[config.mk]
export PLATFORM = sky130hd
export DESIGN_NAME = mips_cpu_mem_arbiter
export DESIGN_NICKNAME = d
export VERILOG_FILES = /design/src/rtl/mips_cpu_mem_arbiter.sv
export SDC_FILE = /design/constraint.sdc
export NUM_CORES = 1
export LEC_CHECK = 0
export ABC_AREA = 1
export CAP_MARGIN = 25
export CELL_PAD_IN_SITES_DETAIL_PLACEMENT = 0
export CELL_PAD_IN_SITES_GLOBAL_PLACEMENT = 1
export CORE_UTILIZATION = 25
export DETAILED_ROUTE_END_ITERATION = 8
export HOLD_SLACK_MARGIN = 0.02
export PLACE_DENSITY = 0.77
export SETUP_SLACK_MARGIN = 0.15
export SKIP_LAST_GASP = 1
export SLEW_MARGIN = 20
export SYNTH_ARGS = -nofsm -noshare
export SYNTH_HDL_FRONTEND = slang
export SYNTH_SLANG_ARGS = --single-unit
[constraint.sdc]
create_clock -name clk -period 1.8 [get_ports clk]
set_input_delay 0.54 -clock clk [delete_from_list [all_inputs] [get_ports clk]]
set_output_delay 0.54 -clock clk [all_outputs]
set_load 0.01 [all_outputs]
[src/rtl/mips_cpu_mem_arbiter.sv]
// rtl/mips_cpu_mem_arbiter.sv - fetch/data arbiter and bus FSM for the multicycle core's single memory master
module mips_cpu_mem_arbiter #(
  parameter int ADDR_W     = 32,
  parameter int DATA_W     = 32,
  parameter int FIXED_PRIO = 0,
  parameter int TIMEOUT    = 255
) (
  input  logic                  clk,
  input  logic                  reset,
  // instruction-fetch requester
  input  logic                  i_req,
  input  logic [ADDR_W-1:0]     i_addr,
  output logic [DATA_W-1:0]     i_rdata,
  output logic                  i_done,
  // data (load/store) requester
  input  logic                  d_req,
  input  logic                  d_write,
  input  logic [ADDR_W-1:0]     d_addr,
  input  logic [DATA_W-1:0]     d_wdata,
  input  logic [DATA_W/8-1:0]   d_byteenable,
  output logic [DATA_W-1:0]     d_rdata,
  output logic                  d_done,
  // memory master port
  output logic [ADDR_W-1:0]     avm_address,
  output logic                  avm_read,
  output logic                  avm_write,
  output logic [DATA_W-1:0]     avm_writedata,
  output logic [DATA_W/8-1:0]   avm_byteenable,
  input  logic [DATA_W-1:0]     avm_readdata,
  input  logic                  avm_waitrequest,
  // status
  output logic                  busy,
  output logic                  timeout_err
);

  localparam int BE_W = DATA_W / 8;

  // Watchdog counter only needs to reach TIMEOUT-1; the abort fires on the
  // stall cycle that would bring it to TIMEOUT.
  localparam int CNT_W = (TIMEOUT > 1) ? $clog2(TIMEOUT + 1) : 1;
  localparam int WD_LAST_INT = (TIMEOUT > 0) ? (TIMEOUT - 1) : 0;
  localparam logic [CNT_W-1:0] WD_LAST = CNT_W'(WD_LAST_INT);
  localparam bit WD_ON = (TIMEOUT != 0);
  localparam bit DATA_FIRST = (FIXED_PRIO != 0);

  // last_grant encoding: which requester completed most recently
  localparam logic PORT_I = 1'b0;
  localparam logic PORT_D = 1'b1;

  typedef enum logic [1:0] {
    IDLE  = 2'd0,
    BUS_I = 2'd1,
    BUS_D = 2'd2,
    DONE  = 2'd3
  } state_t;

  state_t            state;
  state_t            state_next;
  logic              last_grant;
  logic [CNT_W-1:0]  wait_cnt;

  logic              grant_i;
  logic              grant_d;
  logic              accept;
  logic              abort;
  logic              finish;
  logic              in_bus;

  assign in_bus = (state == BUS_I) || (state == BUS_D);
  assign finish = accept || abort;
  assign busy   = (state != IDLE);

  // State register; reset also aborts any transfer in flight.
  always_ff @(posedge clk) begin
    if (reset) begin
      state <= IDLE;
    end else begin
      state <= state_next;
    end
  end

  // Arbitration and bus-phase decisions.
  always_comb begin
    state_next = state;
    grant_i    = 1'b0;
    grant_d    = 1'b0;
    accept     = 1'b0;
    abort      = 1'b0;
    case (state)
      IDLE: begin
        // Data wins if alone, if it has fixed priority, or if fetch went last.
        if (d_req && (!i_req || DATA_FIRST || (last_grant == PORT_I))) begin
          grant_d    = 1'b1;
          state_next = BUS_D;
        end else if (i_req) begin
          grant_i    = 1'b1;
          state_next = BUS_I;
        end
      end
      BUS_I, BUS_D: begin
        accept = !avm_waitrequest;
        abort  = avm_waitrequest && WD_ON && (wait_cnt == WD_LAST);
        if (accept || abort) begin
          state_next = DONE;
        end
      end
      DONE: begin
        // Requests are deliberately ignored here so a requester can drop req.
        state_next = IDLE;
      end
      default: begin
        state_next = IDLE;
      end
    endcase
  end

  // Count consecutive stalled bus cycles for the current transfer.
  always_ff @(posedge clk) begin
    if (reset) begin
      wait_cnt <= '0;
    end else if (grant_i || grant_d) begin
      wait_cnt <= '0;
    end else if (in_bus && avm_waitrequest) begin
      wait_cnt <= wait_cnt + 1'b1;
    end
  end

  // Command launch: latch the granted requester onto the memory port.
  always_ff @(posedge clk) begin
    if (reset) begin
      avm_address    <= '0;
      avm_writedata  <= '0;
      avm_byteenable <= '0;
    end else if (grant_d) begin
      avm_address    <= d_addr;
      avm_writedata  <= d_wdata;
      avm_byteenable <= d_byteenable;
    end else if (grant_i) begin
      avm_address    <= i_addr;
      avm_writedata  <= '0;
      avm_byteenable <= {BE_W{1'b1}};
    end
  end

  // Read/write strobes: set at grant, held through wait-states, dropped on finish.
  always_ff @(posedge clk) begin
    if (reset) begin
      avm_read  <= 1'b0;
      avm_write <= 1'b0;
    end else if (grant_d) begin
      avm_read  <= !d_write;
      avm_write <= d_write;
    end else if (grant_i) begin
      avm_read  <= 1'b1;
      avm_write <= 1'b0;
    end else if (finish) begin
      avm_read  <= 1'b0;
      avm_write <= 1'b0;
    end
  end

  // Completion: one-cycle done pulse, read-data capture and fairness history.
  always_ff @(posedge clk) begin
    if (reset) begin
      i_done     <= 1'b0;
      d_done     <= 1'b0;
      i_rdata    <= '0;
      d_rdata    <= '0;
      last_grant <= PORT_I;
    end else begin
      i_done <= 1'b0;
      d_done <= 1'b0;
      if (finish) begin
        if (state == BUS_D) begin
          d_done     <= 1'b1;
          last_grant <= PORT_D;
          // Stores leave the previous load result untouched.
          if (avm_read) begin
            d_rdata <= abort ? '0 : avm_readdata;
          end
        end else begin
          i_done     <= 1'b1;
          last_grant <= PORT_I;
          i_rdata    <= abort ? '0 : avm_readdata;
        end
      end
    end
  end

  // Sticky watchdog flag; only reset clears it.
  always_ff @(posedge clk) begin
    if (reset) begin
      timeout_err <= 1'b0;
    end else if (abort) begin
      timeout_err <= 1'b1;
    end
  end

endmodule

Yosys cells after proc, flatten, opt, wreduce, memory -nomap -nowiden:

Index checks and enable logic that the tools add are counted.

* logic and storage cells: 69
* output and inout bits: 138
* input port bits: 138
* register bits: 148

* reductions and logical operators: 21
* bitwise operators: 3
* multiplexer cells: 25
* add/subtract/negate cells: 1
* equality and inequality tests: 6

Operator list (count)
* two-way mux 32 bit: 5
* two-way mux 1 bit: 14
* adder 8 x 1 -> 8 bit, second input constant: 1
* equality test 8 bit, second input constant: 1
* two-way mux 4 bit: 2
* two-way mux 2 bit: 3
* case mux 2 bit (3 select lines): 1
* OR reduction 2 bit: 3
* logical OR 1 bit: 5
* equality test 2 bit, second input constant: 2
* AND reduction 2 bit: 2
* nonzero test 2 bit: 2
* logical AND 1 bit: 3
* logical NOT 1 bit: 3
* != test 3 bit, second input constant: 1
* inverter 1 bit: 3
* AND reduction 3 bit: 1
* nonzero test 3 bit: 1
* equality test 2 x 1 -> 1 bit, second input constant: 1
* logical NOT 2 bit: 1
* != test 2 bit, second input constant: 1

Logic depth before layout (Yosys ltp):

* depth in word-level cells: 7
* gate-level depth with buffers: 12
* gate-level depth less buffers: 11

Worst setup path after synthesis:

Ideal clock, no wire load.

* path type: reg2reg
* from: register state[1]
* to: register i_rdata[21]
* setup time: 0.113 ns
* stages on the path, launching flop included: 11
* data required time: 1.687 ns
* path buffers: 3
* arrival: 1.599 ns
* period minus slack after synthesis: 1.712 ns
* slack: 0.088 ns
* cells stage by stage: dfxtp_1 -> inv_1 -> ha_1 -> buf_2 -> nand2_1 -> inv_2 -> nand3_1 -> buf_2 -> buf_2 -> nand3_1 -> nand2_1

* word-level cells in the longest chain between the ends: 5
* elaborated cells between the ends (all ways): 9
* those cells by class: 2 x eq/ne; 3 x mux; 1 x bitwise; 3 x reduce/logical

RTL lines
* start: declaration: RTL line 57 `state_t state;`
* start signal: assignment: RTL line 78 `state <= state_next;`
* equality test 2 x 1 -> 1 bit / equality test 2 bit (equally long branches): RTL line 89, 174
* OR reduction 2 bit: RTL line 89 `case (state)`
* two-way mux 1 bit: RTL line 89
* logical OR 1 bit: RTL line 70 `assign finish = accept || abort;`
* AND reduction 2 bit (no source line)
* end signal: assignment: RTL line 184 `i_rdata <= abort ? '0 : avm_readdata;`
* end: declaration: RTL line 13 `output logic [DATA_W-1:0] i_rdata,`

Parallel ways exist; a longest one is shown, timed or not.
A chain may end at the register's enable or synchronous reset.

Worst setup path in the final report:

* from: register state[0]
* to: output busy

* word-level cells in the longest chain between the ends: 1

RTL lines
* nonzero test 2 bit: RTL line 71 `assign busy = (state != IDLE);`
* end: declaration: RTL line 32 `output logic busy,`

No other way between the ends.

==> run metrics <==
status finished clean; DIE AREA 0.0241 sq mm; Place WS -0.329 ns; Worst R2R End d_rdata[17]; RSZ-0062 raised after global routing yes; Fill cells 2329; multi-input gate area in the final layout 0.00275 sq mm; # hold bufs at CTS 0; CP max-delay cell dfxtp_1; Mapped Cells 789; Post-Syn Nets 931; post-synthesis sequential area ratio 50.5%; Hold Path Class register to register; Power Total 12.8 mW; Max Clk Rate 591 MHz; most used cell, CP inv_2; Worst Path Required 1.26 ns; average cell area after synthesis 7.43 sq um; first-pass GRT wire length 29.4 mm; CP bufs+invs 3; vias 6156; initial DRC count 219; width of the die 155 um; total track usage 15.6%; Reg-to-Reg Start wait_cnt[0]; vias in the first global route 5751; Worst Setup End Kind output port; Reg area 0.00297 sq mm; Layout area overhead 75.2%; core area 0.0228 sq mm; Reg2Reg Depth 11; Design Area, Final 0.0103 sq mm; Synth area leaders dfxtp_1 51%, nand2_1 17%, a21oi_1 5.5%; Hold Vio Cnt, Final 0; Area after DPL 0.00918 sq mm; GP Congestion 0.722; post-DP HPWL 13.1 mm; clock buffer count from CTS 17; GR Overflow Total 0; CTS H-tree lvls 4; initial antenna violation count 0; end of the worst hold path i_rdata[11]; Worst R2R Setup Slack 0.12 ns; PortBufs 275; Top Usage Layer GRT met2; clk buf depth 2; Cell variety after synth 29; P per Cell Area 1250 mW/mm^2; max-cap viol count 0; setup violators final 0; Leakage 4.91 nW; hold_sp i_rdata[11]; final core utilization 44.9%; Routed Antenna Nets 0; Post-synth EDFFs 0; GR Util met1 17.9%; Slew Limit Fails 0; Rel. slew slack 63.9%; Std-Cell Rows 55; clk slew on worst S/H paths 0.06 ns; WL/cell 15.0 um; Yosys reg bits 148; Synth top area share 50.5%; Clock Skew 0.0128 ns; Top Ports 276; number of inserted diodes 0; most frequent cells in the layout 232 x nand2_1, 144 x dfxtp_1, 136 x clkdlybuf4s50_1; fin crit period 1.69 ns; DRT Pass-1 Iters 4; Global Route met3 Usage 6.74%; crit path cell chain inv_2, ha_4, inv_2, buf_4; largest fanout on the critical path 2; period utilization 94.0%; Remaining DRCs 0; largest area contributor in the netlist dfxtp_1; Synth Cell Area 0.00586 sq mm; fraction of registers with async set/reset 0%; layout cells sized above 1 16.3%; most used flip-flop cell after synthesis dfxtp_1; CP startpoint kind register; Setup CP Type register to output port; Skew-Pair Late Insertion Delay 0.42 ns; Initial Util 25.7%; Num Clock Sinks 148; GR Util met2 26.2%; Root Buffer Master clkbuf_16; Vert. Die Dim 155 um; pin count of the biggest net entering global routing 65; crit-path leading delay family flip-flops; Via density 4.35; slew at the pin closest to its max-slew limit 0.541 ns; Hold Path Stages 2; hold slack 0.441 ns; commonest non-fill, non-tap cell in the layout nand2_1; warnings from Yosys 0; VDD IR-drop max 0.584 mV; critical path's largest stage delay 0.34 ns; crit path DAT 1.15 ns; layout net count 1230; Worst Slack Setup Final 0.108 ns; CTS tree built; final WL 21.3 mm
[where the power goes]
group | switching (mW) | internal, mW
logic | 2.61 | 2.25
registers | 0.368 | 3.98
clock network | 1.54 | 2.07
total | 4.52 | 8.30
[worst min-delay path, delay by kind of cell (launching register included)]
family           cells  cell delay [ns]
flip-flops           1             0.31
AND/OR/NAND/NOR      2             0.10
[flip-flops by register name, summed over array words and instances (netlist names), 2 cells and up]
signal	count
avm_address	32
wait_cnt	8
d_rdata	32
state	2
i_rdata	32
avm_writedata	32
avm_byteenable	4
[logic make-up after synthesis]
group           Yosys count  synth area share, %
simple gates            358                 24.7
compound gates          155                 14.7
flops                   148                 50.5
buf+inv                 121                 8.67
fa+ha+maj                 4                0.854
xor+xnor                  3                0.448
[worst max-delay path by stage]
stage	startpoint	endpoint	slack, ns	depth (start not counted)
after floorplan	state[0]	timeout_err	0.18	9
after global placement	i_req	avm_address[29]	-0.27	8
after detailed placement	i_req	avm_address[14]	-0.33	8
after CTS	state[0]	busy	-0.02	4
after global routing	wait_cnt[0]	d_rdata[1]	0.02	11
final	state[0]	busy	0.11	4
[layer usage]
layer / routed length [um] / vias up / part of all wire (%)
met4: 175 / 0 / 0.82
met3: 1820 / 12 / 8.5
met2: 10300 / 215 / 49
li1: - / 3117 / -
met5: 0 / - / 0
met1: 8940 / 2812 / 42
[per-stage QoR]
step,setup TNS [ns],cells
final,0,1414
after global routing,0,1414
after CTS,-0.0169,1398
after detailed placement,-27.26,1366
after global placement,-23.59,1366
after floorplan,0,789
[synth_stat cells (2+ instances only)]
cell	n
ha_1	4
nor2_2	2
nand3_1	32
nor2_1	44
a21oi_1	64
clkbuf_1	15
buf_4	4
o21bai_1	7
a31oi_1	32
nand2_2	2
xnor2_1	2
inv_2	4
o21ai_0	45
buf_2	31
nand2_1	270
dfxtp_1	148
nand4_4	2
inv_1	66
nor3_1	2
o221ai_1	4
[what timing repair did]
item,CTS,global route
endpoints found under the setup margin,221,128
gates resized for setup,144,118
pin swaps,0,17
gates cloned,0,12
setup buffers,0,4
[layout make-up]
type                            count  area share, %
Sequential cell                   148           28.9
Multi-Input combinational cell    520           26.8
Inverter                           70           2.61
Clock inverter                     13           1.45
Clock buffer                       19           4.22
Tap cell                          313           3.81
Timing Repair Buffer              331           32.2
No activity file was read; power rests on OpenSTA's default activity.
